`config.mk`:
```
export PLATFORM = sky130hd
export DESIGN_NAME = booth_digit_sequencer
export DESIGN_NICKNAME = d
export VERILOG_FILES = /design/src/rtl/booth_digit_sequencer.sv
export SDC_FILE = /design/constraint.sdc
export NUM_CORES = 1
export LEC_CHECK = 0
export CAP_MARGIN = 30
export CORE_MARGIN = 5
export CORE_UTILIZATION = 48
export DETAILED_ROUTE_END_ITERATION = 8
export PLACE_DENSITY = 0.84
export SETUP_SLACK_MARGIN = 0.05
export SYNTH_ARGS = -nofsm -noshare
export SYNTH_HDL_FRONTEND = slang
export SYNTH_SLANG_ARGS = --single-unit
```
`constraint.sdc`:
```
create_clock -name clk -period 3.75 [get_ports clk]
set_input_delay 0.5625 -clock clk [delete_from_list [all_inputs] [get_ports clk]]
set_output_delay 0.5625 -clock clk [all_outputs]
set_load 0.005 [all_outputs]
```
`src/rtl/booth_digit_sequencer.sv`:
```
// Radix-4 Booth recoding sequencer: latches one operand pair, then emits one
// Booth digit per accepted cycle (ascending weight) toward the Dadda PP mux.
module booth_digit_sequencer #(
  parameter int unsigned W = 11
) (
  input  logic         clk,
  input  logic         rst,
  input  logic         in_valid,
  output logic         in_ready,
  input  logic [W-1:0] mcand,
  input  logic [W-1:0] mplr,
  output logic         pp_valid,
  input  logic         pp_ready,
  output logic [W:0]   pp_op,
  output logic [2:0]   pp_sel,
  output logic [2:0]   pp_idx,
  output logic         pp_neg,
  output logic         pp_last
);

  localparam int unsigned ND      = (W + 1) / 2;
  localparam logic [2:0]  LastIdx = 3'(ND - 1);

  typedef enum logic [0:0] {StIdle, StEmit} state_e;

  state_e         state_q, state_d;
  logic [2:0]     idx_q, idx_d;
  logic [W-1:0]   mcand_q;
  logic [W:0]     y_q;
  logic [W+1:0]   y_ext;
  logic           is_last;
  logic           accept;

  // Append y[-1] = 0 so digit i is simply y_ext[2i+2:2i].
  assign y_ext   = {y_q, 1'b0};
  assign is_last = (state_q == StEmit) && (idx_q == LastIdx);
  assign accept  = in_valid && in_ready;

  always_ff @(posedge clk or negedge rst) begin
    if (!rst) begin
      state_q <= StIdle;
      idx_q   <= 3'd0;
      mcand_q <= '0;
      y_q     <= '0;
    end else begin
      state_q <= state_d;
      idx_q   <= idx_d;
      if (accept) begin
        mcand_q <= mcand;
        y_q     <= {mplr[W-1], mplr};
      end
    end
  end

  always_comb begin
    state_d = state_q;
    idx_d   = idx_q;
    unique case (state_q)
      StIdle: begin
        if (in_valid) begin
          state_d = StEmit;
          idx_d   = 3'd0;
        end
      end
      StEmit: begin
        if (pp_ready) begin
          if (!is_last) begin
            idx_d = idx_q + 3'd1;
          end else if (in_valid) begin
            // Zero-bubble restart on the final-digit handshake.
            idx_d = 3'd0;
          end else begin
            state_d = StIdle;
          end
        end
      end
      default: begin
        state_d = StIdle;
        idx_d   = 3'd0;
      end
    endcase
  end

  always_comb begin
    in_ready = (state_q == StIdle) || (is_last && pp_ready);
    pp_valid = 1'b0;
    pp_op    = {mcand_q[W-1], mcand_q};
    pp_sel   = 3'd0;
    pp_idx   = 3'd0;
    pp_neg   = 1'b0;
    pp_last  = 1'b0;
    if (state_q == StEmit) begin
      pp_valid = 1'b1;
      pp_sel   = y_ext[{idx_q, 1'b0} +: 3];
      pp_idx   = idx_q;
      // The mux negates by one's complement, so every negative code needs +1.
      pp_neg   = y_ext[{idx_q, 1'b0} + 4'd2];
      pp_last  = is_last;
    end
  end

endmodule

```
==> Word-level counts from Yosys, hierarchy flattened <==
Cells that the tools add are included.
{ "totals": {"reg_bits": 26, "in_bits": 26, "out_inout_bits": 22, "elab_cells": 30} }
{ "op_classes": {"n_addsub": 2, "magnitude_cmp": 1, "eq_ne": 2, "shift": 1, "muxes": 15, "bitwise": 1, "reduce_logical": 4} }
{ "ops": {"columns": ["operator", "n"], "rows": [
  ["3-bit 2-to-1 mux", 5],
  ["13-bit by 5-bit indexed part select with 3-bit output", 1],
  ["1-bit 2-to-1 mux", 7],
  ["3-bit one-hot mux with 2 select lines", 1],
  ["4-bit by 5-bit < comparator with 1-bit output (second input constant)", 1],
  ["4-bit by 2-bit adder with 4-bit output (second input constant)", 1],
  ["1-bit binary-select mux with 4-bit select", 1],
  ["3-bit by 1-bit adder with 3-bit output (second input constant)", 1],
  ["3-bit == test (second input constant)", 1],
  ["1-bit logical AND", 3],
  ["2-bit != test (second input constant)", 1],
  ["1-bit one-hot mux with 2 select lines", 1],
  ["1-bit logical OR", 1],
  ["1-bit NOT", 1]
]} }

==> Logic depth before layout (Yosys ltp) <==
{ "depth": {"ltp_word": 5, "ltp_mapped": 8, "mapped_depth_nobuf": 6} }

==> Least setup slack after synthesis <==
OpenSTA, ideal clock, no wires.
{ "synth_path": {"path_type": "register -> output", "startpoint": "register idx_q[0]", "endpoint": "output pp_sel[1]", "arrival_time_ns": 1.267, "t_required_ns": 3.188, "path_slack_ns": 1.920, "path_stages_with_launch": 6, "path_buffers": 1, "path_cell_list": "dfrtp_1 buf_2 mux4_2 nand2_1 o21ai_1 and2_1"} }
{ "synth_via": {"elab_chain_cells": 2} }
{ "synth_lines": {"columns": ["element", "line", "source"], "rows": [
  ["from (decl)", "27", "logic [2:0] idx_q, idx_d;"],
  ["from (signal assigned)", "47", "idx_q <= idx_d;"],
  ["13-bit by 5-bit indexed part select with 3-bit output", "94", "pp_sel = y_ext[{idx_q, 1'b0} +: 3];"],
  ["3-bit 2-to-1 mux", "92", "if (state_q == StEmit) begin"],
  ["to (decl)", "15", "output logic [2:0] pp_sel,"]
]} }
No other way between the ends.

==> Worst setup path after layout <==
{ "layout_path": {"startpoint": "register idx_q[0]", "endpoint": "output pp_neg"} }
{ "layout_via": {"elab_chain_cells": 4} }
{ "layout_lines": {"columns": ["element", "line", "source"], "rows": [
  ["4-bit by 2-bit adder with 4-bit output", "97", "pp_neg = y_ext[{idx_q, 1'b0} + 4'd2];"],
  ["1-bit binary-select mux with 4-bit select", "97", null],
  ["1-bit 2-to-1 mux (not written as such)", "97", null],
  ["1-bit 2-to-1 mux", "92", null],
  ["to (decl)", "17", "output logic pp_neg,"]
]} }
No other way between the ends. The select of a mux whose other input is x is not followed.

==> key figures <==
Outcome
  • Outcome: complete, no violations

Timing
  • Setup violators final: 0
  • Post-layout min period: 2.93 ns
  • Max-slew violations: 0
  • Worst Skew: 0.00619 ns
  • Final setup margin: 0.819 ns
  • Worst rel slew slack: 0.638
  • Tcrit/Tclk final: 0.782
  • Setup TNS: 0 ns
  • Fmax: 341 MHz
  • Least-Margin Pin Slew: 0.544 ns
  • Final Hold Vio Count: 0
  • RSZ-0062 raised after global routing: no

Synth
  • Seq cells post-synth: 26
  • Mapped cell area: 1420 sq um
  • Synth top area share: 0.458
  • Synth area leaders: dfrtp_1 (46%), mux2_4 (21%), buf_12 (2.8%)
  • Synth Area per Inst: 12.5 sq um
  • Synth warn: 0
  • Cell taking the most area after synthesis: dfrtp_1
  • Seq/Total Area, Yosys: 0.458
  • Count of cell types in the netlist: 35
  • Cells after synthesis: 114
  • Post-synthesis net count: 142

Finish
  • # fillers: 238
  • Ant diodes: 0
  • Area of the multi-input gates: 682 sq um
  • Seq. cell area: 651 sq um
  • Share of cells above drive strength 1: 0.203
  • Nets: 187
  • Post-route cell area: 1920 sq um
  • Area Growth Syn to Fin: 34.9%

Global route
  • Global-route wire length before repair: 5.01 mm
  • Vias in the first global route: 1054
  • Grt ovf: 0
  • Antenna violations before repair: 0
  • Pin count of the biggest net entering global routing: 23
  • GRT Total Usage: 0.152

Route
  • DR vias: 1007
  • Routed wire length per instance: 15.2 um
  • Post-route DRC: 0
  • Initial drt markers: 40
  • Final wirelength: 2.88 mm
  • First-pass DRT Iterations: 4
  • Antenna viol nets, final: 0
  • Vias/cell: 5.33

Pwr
  • Peak supply drop: 0.000399 V
  • Power Total: 1.49 mW
  • Cell area power density: 775 nW/um^2
  • Leak: 0.826 nW

Floorplan
  • # IOs: 48
  • Die H: 64.4 um
  • Initial Util: 0.507
  • Die ar.: 4150 sq um
  • # rows: 19
  • Core ar.: 2810 sq um
  • Die X: 64.4 um

Worst hold path
  • Hold WC Path Type: in2async

Placed design
  • GPL Wtd Cong: 0.914
  • Pre-CTS setup slack: 1.17 ns
  • HPWL after detailed placement: 2.23 mm
  • Placed inst area: 1880 sq um
  • Port Buffers: 47

CTS
  • Clock Latency Late Sink: 0.32 ns
  • TritonCTS clock tree: done
  • CTS Buf Count: 3
  • CTS resizes: 0
  • Root Buffer: clkbuf_4
  • # hold bufs at CTS: 0
  • CTS clk-pin slew, worst paths: 0.14 ns
  • Setup repair bufs after CTS: 0
  • TritonCTS sink count: 26
  • Clk buf depth: 2
  • # H-tree levels: 1

Setup path
  • CP startpoint: idx_q[0]$_DFFE_PN0P_
  • Worst R2R Start: idx_q[0]$_DFFE_PN0P_
  • Critical Path RT: 3.19 ns
  • CP max FO: 18
  • Crit end category: output pin
  • Startpoint class of the critical path: register
  • Crit path DAT: 2.37 ns
  • CP Class: reg2out

Job
  • Max-Cap Viols: 0
worst max-delay path, stage by stage (launching register included):
cell and delay [ns]:
dfrtp_1 0.71, ha_1 0.30, xnor2_1 0.15, o21ai_0 0.12, a31oi_1 0.16, o21a_1 0.12
clkdlybuf4s50_1 0.49
final timing paths:
kind                                               end  slack, ns  depth (start not counted)
worst max register to register  mcand_q[9]$_DFFE_PN0P_       1.61                          5
worst max-delay path                            pp_neg       0.82                          6
max in group asynchronous         idx_q[1]$_DFFE_PN0P_       2.81                          2
min in group clk                mcand_q[8]$_DFFE_PN0P_       0.52                          1
worst min register to register  mcand_q[8]$_DFFE_PN0P_       0.52                          1
worst min-delay path                y_q[3]$_DFFE_PN0P_       0.51                          1
power breakdown:
part,total (mW),switching (mW),internal [mW],leakage [nW]
logic,0.797,0.249,0.548,0.490
clock network,0.140,0.0805,0.0593,0.0210
registers,0.549,0.137,0.412,0.315
stage by stage:
stage	hold WS, ns	util	cells
final	0.512	0.683	189
after global routing	0.503	0.683	189
after CTS	0.502	0.683	189
after detailed placement	0.496	0.670	185
after global placement	0.493	0.661	184
after floorplan	0.267	-	114
cell usage after synthesis:
master	count
mux2i_1	3
mux4_2	1
and2_1	3
and2_4	1
or3b_2	1
nand2b_1	3
a21oi_1	4
nand2_1	8
a31oi_1	2
a311oi_1	1
a21boi_0	1
o21ai_1	1
nand2_2	1
mux2_4	20
buf_6	1
o22ai_1	1
xnor2_1	1
o2bb2ai_1	1
o211ai_1	1
buf_12	2
nor2b_1	2
o21ai_0	6
nor2_1	4
ha_1	2
dfrtp_1	26
buf_4	1
inv_1	3
or2b_1	1
nand3b_1	1
buf_2	3
mux2_2	2
clkbuf_1	1
o21a_1	1
nand3_2	1
nand3_1	3
area by class of cell:
cell class / instances / area share
clock buffer: 4 / 0.0189
inverter: 3 / 0.00587
multi-input combinational: 77 / 0.356
sequential: 26 / 0.339
tap: 31 / 0.0202
timing repair buffer: 48 / 0.260
flip-flops by register name, indices dropped and copies added (netlist names):
name and cells:
mcand_q 11, state_q 1, idx_q 3, y_q 11
logic make-up (layout without fill, tap and decap cells):
| group | after synthesis | count (layout) | synth area share |
|---|---|---|---|
| AOI/OAI and AO/OA | 19 | 19 | 0.0801 |
| xor gates and xnor gates | 1 | 1 | 0.00616 |
| adders and majority gates | 2 | 2 | 0.0176 |
| buffers and inverters | 11 | 55 | 0.0625 |
| DFF | 26 | 26 | 0.458 |
| muxes | 26 | 26 | 0.264 |
| and+or+nand+nor | 29 | 29 | 0.112 |
placed cells by master (no fill, tap or decap):
cell type,synthesis,layout
inv_1,3,3
mux2_2,2,2
o21a_1,1,1
clkbuf_4,0,3
nand3_2,1,1
nand2_1,8,8
o2bb2ai_1,1,1
or2b_1,1,1
nand3b_1,1,1
dfrtp_1,26,26
xnor2_1,1,1
a21boi_0,1,1
nor2b_1,2,2
nor2_1,4,4
clkdlybuf4s50_1,0,47
a21oi_1,4,4
o211ai_1,1,1
nand2_2,1,1
nand2b_1,3,3
mux2_4,20,20
mux2i_1,3,3
buf_16,0,1
nand3_1,3,3
o21ai_1,1,1
a31oi_1,2,2
mux4_2,1,1
and2_1,3,3
and2_4,1,1
clkbuf_8,0,1
a311oi_1,1,1
ha_1,2,2
o22ai_1,1,1
or3b_2,1,1
o21ai_0,6,6
layer usage:
layer | global-route usage | routed length [um]
met1 | 0.189 | 1260
met2 | 0.244 | 1350
met3 | 0.0553 | 254
met4 | 0.0554 | 17
met5 | 0 | 0
Power figures use the tool's default switching activity.
